[config.mk]
export PLATFORM = sky130hd
export DESIGN_NAME = card_display_bank
export DESIGN_NICKNAME = d
export VERILOG_FILES = /design/src/rtl/card_display_bank.sv
export SDC_FILE = /design/constraint.sdc
export NUM_CORES = 1
export LEC_CHECK = 0
export ABC_AREA = 1
export BUFFER_PORTS_ARGS = -buffer_cell sky130_fd_sc_hd__buf_2
export CAP_MARGIN = 10
export CORE_MARGIN = 2
export CORE_UTILIZATION = 50
export DETAILED_ROUTE_END_ITERATION = 8
export GPL_TIMING_DRIVEN = 0
export HOLD_SLACK_MARGIN = 0.02
export PLACE_DENSITY = 0.67
export SLEW_MARGIN = 10
export SYNTH_ARGS = -nofsm -noshare
export SYNTH_HDL_FRONTEND = slang
export SYNTH_SLANG_ARGS = --single-unit
[constraint.sdc]
create_clock -name clk -period 2.1 [get_ports clk]
set_clock_uncertainty 0.2 [all_clocks]
set_input_delay 0.315 -clock clk [delete_from_list [all_inputs] [get_ports clk]]
set_output_delay 0.315 -clock clk [all_outputs]
set_load 0.03 [all_outputs]
[src/rtl/card_display_bank.sv]
`default_nettype none
// ============================================================================
// card_display_bank : per-slot card registers, flash timers, registered 7-seg
// Revision 1.0
// ============================================================================
module card_display_bank #(
   parameter int  NUM_SLOTS    = 6,
   parameter int  BLINK_HALF   = 12500000,
   parameter int  FLASH_CYCLES = 50000000,
   localparam int SW           = (NUM_SLOTS > 1) ? $clog2(NUM_SLOTS) : 1
) (
   input  logic                   clk,
   input  logic                   resetb,
   input  logic                   load,
   input  logic [SW-1:0]          load_slot,
   input  logic [3:0]             load_card,
   input  logic                   clear_all,
   input  logic                   blink_en,
   output logic [7*NUM_SLOTS-1:0] hex_out,
   output logic                   flashing
);

   localparam int FW = (FLASH_CYCLES > 0) ? $clog2(FLASH_CYCLES + 1) : 1;
   localparam int PW = (BLINK_HALF > 1) ? $clog2(BLINK_HALF) : 1;

   localparam logic [FW-1:0] c_FLASH_LOAD = FW'(FLASH_CYCLES);
   localparam logic [PW-1:0] c_PHASE_LAST = PW'(BLINK_HALF - 1);
   localparam logic [6:0]    c_BLANK      = 7'b1111111;

   function automatic logic [6:0] f_decode(input logic [3:0] code);
      logic [6:0] seg;
      case (code)
         4'd1:    seg = 7'b0001000;
         4'd2:    seg = 7'b0100100;
         4'd3:    seg = 7'b0110000;
         4'd4:    seg = 7'b0011001;
         4'd5:    seg = 7'b0010010;
         4'd6:    seg = 7'b0000010;
         4'd7:    seg = 7'b1111000;
         4'd8:    seg = 7'b0000000;
         4'd9:    seg = 7'b0010000;
         4'd10:   seg = 7'b1000000;
         4'd11:   seg = 7'b1100001;
         4'd12:   seg = 7'b0011000;
         4'd13:   seg = 7'b0001001;
         default: seg = c_BLANK;
      endcase
      return seg;
   endfunction

   logic [PW-1:0]        r_phase_cnt;
   logic                 r_blink_phase;
   logic                 r_flashing;
   logic [3:0]           w_card_in;
   logic [NUM_SLOTS-1:0] w_busy;

   // Codes outside 1..13 are normalised so a stored nonzero value is always a real card
   assign w_card_in = ((load_card == 4'd0) || (load_card > 4'd13)) ? 4'd0 : load_card;

   always_ff @(posedge clk or negedge resetb) begin
      if (!resetb) begin
         r_phase_cnt   <= '0;
         r_blink_phase <= 1'b0;
      end else if (r_phase_cnt == c_PHASE_LAST) begin
         r_phase_cnt   <= '0;
         r_blink_phase <= ~r_blink_phase;
      end else begin
         r_phase_cnt   <= r_phase_cnt + PW'(1);
      end
   end

   for (genvar gi = 0; gi < NUM_SLOTS; gi++) begin : g_slot
      logic [3:0]    r_card;
      logic [FW-1:0] r_flash;
      logic [6:0]    r_hex;
      logic          w_hit;

      assign w_hit      = load && (load_slot == SW'(gi));
      assign w_busy[gi] = (r_flash != '0);

      always_ff @(posedge clk or negedge resetb) begin
         if (!resetb) begin
            r_card  <= 4'd0;
            r_flash <= '0;
         end else if (clear_all) begin
            r_card  <= 4'd0;
            r_flash <= '0;
         end else if (w_hit) begin
            r_card  <= w_card_in;
            r_flash <= c_FLASH_LOAD;
         end else if (w_busy[gi]) begin
            r_flash <= r_flash - FW'(1);
         end
      end

      always_ff @(posedge clk or negedge resetb) begin
         if (!resetb) begin
            r_hex <= c_BLANK;
         end else if (w_busy[gi] && blink_en && r_blink_phase) begin
            r_hex <= c_BLANK;
         end else begin
            r_hex <= f_decode(r_card);
         end
      end

      assign hex_out[7*gi +: 7] = r_hex;
   end

   always_ff @(posedge clk or negedge resetb) begin
      if (!resetb) begin
         r_flashing <= 1'b0;
      end else begin
         r_flashing <= |w_busy;
      end
   end

   assign flashing = r_flashing;

endmodule
`default_nettype wire
---- Word level (Yosys, flattened, before mapping) ----
Memory sizes are Yosys's and may differ from the RTL's.
Cells that the tools add are included.
cells by class
  $add $sub $neg .......................... 7
  reduce and logical (&&, ||, !) cells .... 40
  magnitude comparators ................... 1
  mux-type cells .......................... 38
  bitwise gates (word level) .............. 1
  equality and inequality tests ........... 6
  $mul .................................... 0
  divide/modulo/power cells ............... 0
  shift-type cells ........................ 0
operators with widths
  operator               number
  $mux 26                18
  $reduce_bool 26->1     6
  $sub 26x1->26 const B  6
  $mux 4                 13
  $mux 7                 6
  $add 24x1->24 const B  1
  $eq 24x24->1 const B   1
  $mux 24                1
  $logic_and 1x1->1      18
  $reduce_bool 3->1      6
  $reduce_bool 2->1      6
  $eq 3x2->1 const B     2
  $eq 3x3->1 const B     2
  $reduce_or 6->1        1
  $gt 4x4->1 const B     1
  $logic_not 4->1        1
  $eq 3x1->1 const B     1
  $logic_not 3->1        1
  $logic_or 1x1->1       1
  $not 1->1              1
storage, ports and cells
  register bits ........................... 248
  bits in latches ......................... 0
  input bits .............................. 12
  output and inout port bits .............. 43
  memories kept ........................... 6
  memory bits (writable) .................. 0
  word-level logic and storage cells ...... 120
  memory bits (read-only) ................. 672
memory list
  name             words  width  read ports  clocked after memory_dff  wr ports  RTL line  source
  (no name shown)  16     7      1           0                         0         32        case (code)
  (no name shown)  16     7      1           0                         0         32
  (no name shown)  16     7      1           0                         0         32
  (no name shown)  16     7      1           0                         0         32
  (no name shown)  16     7      1           0                         0         32
  (no name shown)  16     7      1           0                         0         32

---- Longest topological paths before layout ----
Gate-level depths: netlist (run 1).
  depth after elaboration ................. 5
  depth in mapped cells ................... 12
  gate-level depth less buffers ........... 11

---- Worst setup path before layout (run 1) ----
OpenSTA, ideal clock, no wires.
  kind .................................... reg2reg
  start ................................... register g_slot[5].r_flash[0]
  end ..................................... register g_slot[5].r_flash[20]
  clock period less this slack ............ 1855 ps
  setup slack ............................. 245 ps
  data arrival time ....................... 1542 ps
  library setup time ...................... 113 ps
  cell stages (with the launch flop) ...... 13
  path buffers ............................ 1
  required time ........................... 1787 ps
  path through ............................ dfrtp_1 inv_1 ha_1 buf_2 nand2_2 nor2_4 nand2_2 nor2_8 nand2_2 nand2_4 inv_2 nand2_1 inv_1
between the ends
  word-level cells in the longest chain between the ends .. 4
  elaborated cells on any way between the ends .. 6
  those cells by class .................... 1 x add/sub; 3 x mux; 2 x reduce/logical
RTL lines
  what                    RTL line  source
  start, declared         74        logic [FW-1:0] r_flash;
  start signal, assigned  90        r_flash <= c_FLASH_LOAD;
  start signal, assigned  92        r_flash <= r_flash - FW'(1);
  $sub 26x1->26           92
  $mux 26                 91        end else if (w_busy[gi]) begin
  $mux 26                 88        end else if (w_hit) begin
  $mux 26                 85        end else if (clear_all) begin
Parallel ways exist; a longest one is shown, timed or not. The select of a mux whose other input is x is not followed.
A chain may end at the register's enable or synchronous reset.

---- Worst setup path after layout (run 1) ----
  start ................................... register g_slot[4].r_flash[1]
  end ..................................... register g_slot[4].r_flash[5]
between the ends
  word-level cells in the longest chain between the ends .. 4
  elaborated cells on any way between the ends .. 6
  those cells by class .................... 1 x add/sub; 3 x mux; 2 x reduce/logical
RTL lines
  what                    RTL line
  start, declared         74
  start signal, assigned  90
  start signal, assigned  92
  $sub 26x1->26           92
  $mux 26                 91
  $mux 26                 88
  $mux 26                 85
Parallel ways exist; a longest one is shown, timed or not. The select of a mux whose other input is x is not followed.

==> metrics.txt, run 1 <==
status completed; DRC errors left 0; Yosys cell types between 40 and 50; dominant synthesized flop cell dfrtp_1; top post-synthesis cells by area dfrtp_1, nand2_1, nor2_1; total iterations of the first detailed-routing run 7; clock slew at reported path FFs 0.06 ns; antenna viol nets, final 0; syn nets about 2.2k; metal1 wirelength 17380 um; max-slew violations 0; first-pass GRT wire length between 60000 and 70000 um; synth cell count leaders nand2_1, nor2_1, inv_1, dfrtp_1, nand3_1; Slew @ Worst Pin 1.176 ns; Placement Rows 63; min Tclk post-route around 2 ns; Post-synth EDFFs 0; top layer used by detailed routing met4; Initial Util between 50% and 60%; CORE AREA about 30000 sq um; DR WL met2 approximately 17000 um; reg2reg setup slack 0.08 ns; Worst VDD drop 0.9774 mV; routed vias approximately 14k; count of input and output buffers between 50 and 60; Max-Cap Viols 0; fmax between 0.4 and 0.5 GHz; Synthesis Warnings 0; hold depth 5; initial antenna violation count 0; Fin Hold WS 0.03218 ns; multiplexer share of the synthesized area 0%; # IOs 55; global-route usage over all layers between 20% and 30%; RD Place Congestion ~0.93; final-report hold violation count 0; Rel. slew slack 21.30%; HPWL Detailed about 27000 um; pwr/cell area around 1500 nW/um^2; clock root buffer master clkbuf_16; share of cells above drive strength 1 ~14%; crit path DAT 2.27 ns; startpoint types register; Layout area overhead 14.62%; Worst setup EP type register; most frequent cell after synthesis nand2_1; unrepaired setup endpoints after global routing yes; FFs w/ async S/R, synth 100.0%; Compound-Gate Fraction of Synth Area between 6 and 7%; gr ovfl total 0; Die H between 150 and 200 um; setup violators final 0; Synth Area in Adders between 3 and 4%; R2R cell count 10; min-delay worst type in2reg; clock sinks between 200 and 250; Critical Path RT approximately 2.4 ns; drt total wl around 38000 um; Final period util between 90% and 100%; Crit Path Max Fanout 10; die width between 150 and 200 um; sequential share of the synthesized area 41.47%; largest net degree at the start of global routing just under 90; synthesized instance count roughly 2.1k; Setup TNS 0 ns; crit path kind reg2reg; synthesized area 15090 sq um; met3 WL post-DR 2516 um; area leader, netlist dfrtp_1; Leak approximately 9 nW; synthesized area per cell 7.135 sq um; largest family of logic cells by synthesized area simple AND/OR/NAND/NOR gates; Avg Vias per Cell between 5 and 6; vias in the first global route 12.68k; diode count 0; initial drt markers between 1k and 1.5k; Reg-to-Reg Start g_slot[4].r_flash[1]; capturing point of the worst reg2reg path g_slot[4].r_flash[5]; XOR/XNOR Fraction of Synth Area under 10%; Synth Area in Simple Gates approximately 38%; WHS Endpoint g_slot[4].r_flash[4]; Hold Crit Start clear_all; die area ~32000 sq um; CTS buffer count 30; worst-case clock buffer depth 3; post-synth top area share 34.16%; #FFs+latches synth ~250; Wirelength per Cell about 15 um; clk_lat worst skew roughly 0.55 ns; post-layout net count ~2.3k; CTS tree done; H-tree levels 1
## placed cells by master, fill, tap and decap left out, types with 8 or more instances in the layout
cell type / synthesis / layout
nand2_1: 484 / 482
nor2_1: 409 / 399
inv_1: 269 / 264
dfrtp_1: 206 / 206
nand3_1: 161 / 160
nand4_1: 81 / 81
o21ai_0: 72 / 70
a21oi_1: 71 / 69
buf_2: 9 / 59
nor2_2: 47 / 52
nor3_1: 44 / 43
ha_1: 46 / 43
dfstp_2: 42 / 42
clkbuf_16: 0 / 32
xor2_1: 26 / 26
clkbuf_1: 17 / 23
inv_2: 16 / 21
buf_4: 5 / 21
nor2_4: 11 / 16
xnor2_1: 13 / 13
o21ai_1: 9 / 11
nand2_2: 8 / 8
## worst max-delay path, stage by stage, from the launching register on
cell and delay (ns):
dfrtp_1 0.38, inv_1 0.13, ha_4 0.19, nand2_2 0.08
nor2_2 0.17, buf_4 0.20, nand4_2 0.19, nor2_2 0.14
nand2_2 0.11, nand2_1 0.09, inv_1 0.04
## report_power, final
part           leakage, nW  total (mW)  internal (mW)  switching, mW
clock                0.482        5.11           3.06           2.05
sequential            3.22        7.44           6.11           1.34
combinational         5.22        13.9           4.69           9.25
## layout make-up
type,instances,area [sq um]
fillers,2753,12420
multi-input cells,1549,7745
flip-flops and latches,248,6259
inverters,287,1080
clock buffers,44,894.6
repair buffers,79,565.5
well taps,390,488.0
plain buffers,32,170.2
clock inverters,12,95.09
## cell families after synthesis
kind of cell / after synthesis
xor+xnor: 39
buf+inv: 319
compound gates: 182
simple gates: 1281
fa+ha+maj: 46
flops: 248
## registers in the layout, indices dropped and copies added (netlist names)
signal          cells
flashing            1
g_slot.r_card      24
g_slot.r_flash    156
g_slot.r_hex       42
r_blink_phase       1
r_phase_cnt        24
## metal layers
layer | track usage, % | up-vias
met2 | 38.66 | 410
li1 | - | 6938
met4 | 7.719 | 0
met1 | 34.26 | 6559
met3 | 3.920 | 72
met5 | 0 | -
## what timing repair did
action,CTS,global route
resized for setup,7,37
cloned,0,2
hold endpoints to repair,86,0
hold buffers,5,0
endpoints found under the setup margin,46,114
pin swaps,3,10
setup buffers,5,13
## worst max path at each step
stage | from | endpoint | slack (ns) | depth (start not counted)
finish | g_slot[4].r_flash[1] | g_slot[4].r_flash[5] | 0.08 | 10
global route | g_slot[4].r_flash[1] | g_slot[4].r_flash[5] | -0.02 | 10
detailed placement | g_slot[3].r_flash[0] | g_slot[3].r_hex[4] | -0.27 | 7
floorplan | g_slot[5].r_flash[0] | g_slot[5].r_flash[20] | 0.25 | 12
CTS | g_slot[5].r_flash[0] | g_slot[5].r_flash[22] | 0.002 | 12
global placement | resetb | g_slot[3].r_flash[25] | -4.02 | 1
## through the flow
stage	setup WS (ns)	instance area, sq um	total power [mW]	util, %	cells
6_report	0.07705	17300	26.49	58.20	2641
5_1_grt	-0.02347	17300	28.92	58.20	2641
4_1_cts	0.001865	17040	26.00	57.34	2626
3_5_place_dp	-0.2737	15910	20.59	53.55	2560
3_3_place_gp	-4.017	15840	20.27	53.32	2558
2_1_floorplan	0.2451	15090	17.75	-	2115
Note: power is estimated with default switching activity, not from simulation.
==> inputs of run 2 (changes only) <==
CTS_BUF_LIST = sky130_fd_sc_hd__clkbuf_2   (was unset)
==> run 2 against run 1 <==
  * The run now ends with design-rule violations, negative setup slack left
  * Clock power down 31%
  * Total power down 4.9%
  * Via count up 2.4%
  * Combinational power about the same
  * Design area up 0.60%
  * Non-clock buffer count up 26
  * Worst hold slack better by 0.23 ns
==> metrics.txt, run 2 (synthesis results as in run 1) <==
unrepaired setup endpoints after global routing yes; clock sinks 248; Worst setup EP type register; Slew @ Worst Pin 1.138 ns; gr ovfl total 0; Final period util 100.2%; min Tclk post-route between 2 and 2.5 ns; critical path cell sequence inv_2 -> ha_4 -> nand2_2 -> nor2_2 -> buf_4 -> nand4_2 -> nor2_1 -> nand2_2 -> nand2_1 -> inv_1; initial drt markers 1144; H-tree levels 3; vias in the first global route about 13k; Max-Cap Viols 0; first-pass GRT wire length 63470 um; failing checks design-rule violations, negative setup slack; routed vias between 10k and 15k; startpoint types register; Setup TNS -0.004597 ns; Biggest register g_slot.r_flash; global-route usage over all layers between 20% and 30%; most frequent cells in the layout nand2_1, nor2_1, inv_1; crit path kind reg2reg; total iterations of the first detailed-routing run 9; CP max-delay cell dfrtp_1; clock slew at reported path FFs 0.11 ns; Wirelength per Cell roughly 14 um; DRC errors left 1; die area about 32000 sq um; Layout area overhead 15.31%; Top Registers g_slot.r_flash x156, g_slot.r_hex x42; Fin Hold WS 0.2619 ns; CTS buffer count 69; Worst VDD drop 0.9062 mV; Multi-input gate area between 7000 and 8000 sq um; final instance area about 17000 sq um; post-layout net count around 2.3k; Fill cells about 2.8k; Critical Path RT roughly 2.7 ns; CORE AREA slightly below 30000 sq um; worst-case clock buffer depth 3; min-delay worst type reg2reg; Rel. slew slack a little under a quarter; final std cells w/o fill between 2k and 3k; Crit Path Max Fanout 10; count of input and output buffers 53; commonest non-fill, non-tap cell in the layout nand2_1; setup violators final 1; most frequent CP cell nand2_2; HPWL Detailed around 27000 um; crit path DAT roughly 2.7 ns; total power around 25 mW; Placed Instance Area 15910 sq um; CTS tree done; fmax 0.4752 GHz; Avg Vias per Cell 5.236; Critical path buffers and inverters 3; Placement Setup Slack -0.2737 ns; RD Place Congestion a little over 0.9; clk_lat worst skew ~0.86 ns; final-report hold violation count 0; die width roughly 180 um; # IOs 55; Final Util approximately 59%; drt total wl between 30000 and 40000 um; Reg area roughly 6300 sq um; Die H 177.7 um; final worst slack -0.004597 ns; status finished with violations; initial antenna violation count 1; DP Cell Count roughly 2.6k; max reg flops 156; Worst path max stage delay roughly 0.4 ns; antenna viol nets, final 0; clock root buffer master clkbuf_2; max-slew violations 0; largest net degree at the start of global routing 89; CP top delay family simple AND/OR/NAND/NOR gates; Leak roughly 9 nW; pwr/cell area 1447 nW/um^2; share of cells above drive strength 1 16.74%; Placement Rows 63; Initial Util 50.78%
-- run 2: cell count changes in the layout (fill, tap and decap cells not counted), moves of 21 or more --
cell / delta
clkbuf_2: +102
buf_2: -42
clkbuf_16: -30
buf_6: +24
buf_4: +22
dlygate4sd3_1: +21
-- run 2: final cells by class --
| type | count | area share, % |
|---|---|---|
| multi-input combinational | 1548 | 44.63 |
| sequential | 248 | 35.97 |
| inverter | 287 | 6.206 |
| timing repair buffer | 105 | 5.875 |
| clock buffer | 102 | 2.934 |
| tap | 390 | 2.804 |
| buffer | 32 | 0.9564 |
| clock inverter | 20 | 0.6040 |
| antenna | 1 | 0.01438 |
-- run 2: final timing paths --
path	slack, ns	endpoint	depth (start not counted)	startpoint
worst min-delay path	0.26	r_phase_cnt[0]	1	r_phase_cnt[0]
min in group asynchronous	0.32	r_phase_cnt[17]	3	resetb
worst min register to register	0.26	r_phase_cnt[0]	1	r_phase_cnt[0]
worst max-delay path	-0.005	g_slot[4].r_flash[5]	10	g_slot[4].r_flash[1]
worst max register to register	-0.005	g_slot[4].r_flash[5]	10	g_slot[4].r_flash[1]
max in group asynchronous	0.27	r_phase_cnt[0]	5	resetb
-- run 2: per-layer routing --
metal	part of all wire [%]	GRT usage, %	vias to the layer above
met4	3.2	10.14	0
met5	0	0	-
met3	6.4	4.499	91
met2	46	39.11	423
met1	45	34.12	6674
li1	-	-	7123
-- run 2: power breakdown --
| part | switching (mW) | internal [mW] | total (mW) |
|---|---|---|---|
| logic | 9.33 | 4.86 | 14.2 |
| registers | 1.38 | 6.09 | 7.47 |
| clock network | 2.10 | 1.42 | 3.51 |
| total | 12.8 | 12.4 | 25.2 |
-- run 2: what timing repair did --
item                                    CTS  global route
hold buffers                             27             0
gates cloned                              0             2
gates resized for setup                  51            76
pin swaps                                 5            17
endpoints found under the setup margin   89           249
hold endpoints to repair                262             0
setup buffers                             5            17
==> inputs of run 3 (changes only) <==
ABC_AREA = unset   (was 1)
==> run 3 against run 2 <==
  * The run ends with negative hold slack, negative setup slack left
  * Non-clock buffer count up 148
  * Die area down 11%
  * Sequential power up 2.8%
  * Largest power group unchanged
  * Critical path depth down 2
  * Largest cell class unchanged
  * Clock-buffer cell count down 5
  * Routed wire length down 2.9%
==> metrics.txt, run 3 <==
unrepaired setup endpoints after global routing yes; min-delay worst type in2async; Worst VDD drop 1.369 mV; synthesized instance count around 1.4k; synthesized area roughly 13000 sq um; Top Registers g_slot.r_flash x156, g_slot.r_hex x42; Rel. slew slack under 10%; crit path launch g_slot[1].r_flash[14]; clock sinks roughly 250; most frequent cell after synthesis dfrtp_1; Leak about 7.7 nW; Fin Hold WS -0.06692 ns; setup violators final between 150 and 200; count of input and output buffers between 50 and 60; crit path DAT 3.13 ns; max reg flops approximately 160; DP Cell Count approximately 1.8k; Crit Path Max Fanout 5; routed vias roughly 12k; die area 28120 sq um; global-route usage over all layers around a quarter; min Tclk post-route approximately 2.7 ns; initial antenna violation count 1; Worst setup EP type register; post-layout net count 1755; Fill cells 1898; CTS buffer count 68; CORE AREA 26210 sq um; most frequent cells in the layout dfrtp_1, buf_4, nor2_1; total power ~30 mW; Slew @ Worst Pin 1.366 ns; status finished with violations; Die H between 150 and 200 um; Max-Cap Viols 0; dominant synthesized flop cell dfrtp_1; startpoint types register; Setup TNS -49.45 ns; Worst path max stage delay approximately 0.55 ns; failing checks negative hold slack, negative setup slack; final instance area approximately 19000 sq um; vias in the first global route 12.08k; first-pass GRT wire length a little under 60000 um; commonest non-fill, non-tap cell in the layout dfrtp_1; Reg area 6279 sq um; Initial Util 51.13%; final worst slack -0.5560 ns; top post-synthesis cells by area dfrtp_1, dfstp_2, ha_1; max-slew violations 0; worst-case clock buffer depth 3; CTS tree done; critical path cell sequence or4_4 -> or3_4 -> buf_6 -> buf_4 -> nor4_4 -> buf_4 -> or3_1 -> a31oi_1; H-tree levels 3; final-report hold violation count roughly 80; share of cells above drive strength 1 between 40% and 50%; synth cell count leaders dfrtp_1, nor2_1, nand2_1, a21oi_1, o21ai_0; total iterations of the first detailed-routing run 5; clock root buffer master clkbuf_2; syn nets roughly 1.5k; R2R cell count 8; pwr/cell area roughly 1600 nW/um^2; largest net degree at the start of global routing roughly 110; drt total wl approximately 38000 um; Synthesis Warnings 0; initial drt markers 970; Avg Vias per Cell between 5 and 6; Final period util 126.5%; DRC errors left 0; CP max-delay cell or4_4; Biggest register g_slot.r_flash; area leader, netlist dfrtp_1; Layout area overhead 38.64%; clk_lat worst skew 0.88 ns; hold_buf cts 19; Reg-to-Reg Start g_slot[1].r_flash[14]; Critical Path RT around 2.6 ns; antenna viol nets, final 0; # IOs 55; synthesized area per cell 9.571 sq um; clock slew at reported path FFs about 0.09 ns; RD Place Congestion between 0.8 and 0.9; FFs w/ async S/R, synth 100.0%; Placement Rows 59; Wirelength per Cell 18.38 um; sequential share of the synthesized area between 40% and 50%; Placed Instance Area between 10000 and 15000 sq um; fmax ~0.38 GHz; Multi-input gate area 8564 sq um; die width 167.7 um; most frequent CP cell buf_4; HPWL Detailed between 20000 and 25000 um; gr ovfl total 0; crit path kind reg2reg; post-synth top area share 38.47%; Yosys cell types 66; Post-synth EDFFs 0; final std cells w/o fill 2087; #FFs+latches synth between 200 and 250
## run 3: cell count changes after synthesis, moves of 51 or more
cell | previous run | this run
nand2_1 | 484 | 103
nand4_1 | 81 | 19
inv_1 | 269 | 43
or3_1 | 0 | 51
nor2_1 | 409 | 120
nand3_1 | 161 | 53
## run 3: cell type report
type                            instances  share of cell area (%)
Multi-Input combinational cell       1051                   46.10
Antenna cell                            1                 0.01347
Inverter                               43                  0.8689
Clock inverter                         27                  0.8689
Buffer                                 53                   1.704
Timing Repair Buffer                  232                   11.77
Clock buffer                           97                   2.613
Tap cell                              335                   2.256
Sequential cell                       248                   33.80
## run 3: path summary, 6_finish.rpt
| check | slack (ns) | end |
|---|---|---|
| min reg2reg | 0.26 | r_blink_phase |
| min in group clk | 0.12 | g_slot[4].r_card[1] |
| max | -0.56 | g_slot[1].r_flash[15] |
| min | -0.07 | r_phase_cnt[17] |
| max in group asynchronous | 0.48 | g_slot[0].r_hex[5] |
| max reg2reg | -0.56 | g_slot[1].r_flash[15] |
## run 3: per-layer routing
layer | routed length [um] | global-route usage [%] | vias up | part of all wire, %
li1 | - | - | 5774 | -
met1 | 16600 | 34.41 | 6156 | 43
met2 | 18700 | 42.07 | 367 | 49
met3 | 1786 | 4.065 | 103 | 4.7
met4 | 1256 | 11.53 | 0 | 3.3
met5 | 0 | 0 | - | 0
## run 3: where the power goes
group          switching (mW)  total (mW)  leakage [nW]  internal (mW)
logic                    9.34        18.6          4.04           9.23
clock network            2.14        3.64         0.490           1.50
registers                1.62        7.68          3.20           6.06
## run 3: stage by stage
| stage | utilization, % | worst slack, ns | hold WS (ns) |
|---|---|---|---|
| 2_1_floorplan | - | -0.4313 | -0.1806 |
| 3_3_place_gp | 55.59 | -3.943 | 0.2532 |
| 3_5_place_dp | 55.84 | -1.057 | 0.2447 |
| 4_1_cts | 66.56 | -0.6131 | -0.1135 |
| 5_1_grt | 70.89 | -0.6079 | -0.04447 |
| 6_report | 70.89 | -0.5560 | -0.06692 |
## run 3: logic make-up after synthesis
family | synth area share, %
AO/OA/AOI/OAI | 12.98
XOR/XNOR | 6.471
adder cells (fa/ha/maj) | 4.295
buffers and inverters | 2.913
flip-flops | 46.71
multiplexers | 2.447
AND/OR/NAND/NOR | 24.19
## run 3: repair_timing
item | 4_1_cts | 5_1_grt
pin swaps | 104 | 108
cloned | 9 | 1
endpoints found under the setup margin | 244 | 231
hold endpoints to repair | 246 | 78
buffers inserted | 96 | 60
resized for setup | 294 | 175
## run 3: critical path, delay by kind of cell (launching register included)
family | cells | cell delay, ns
simple gates | 4 | 1.35
compound gates | 1 | 0.08
buf+inv | 3 | 0.48
flops | 1 | 0.40
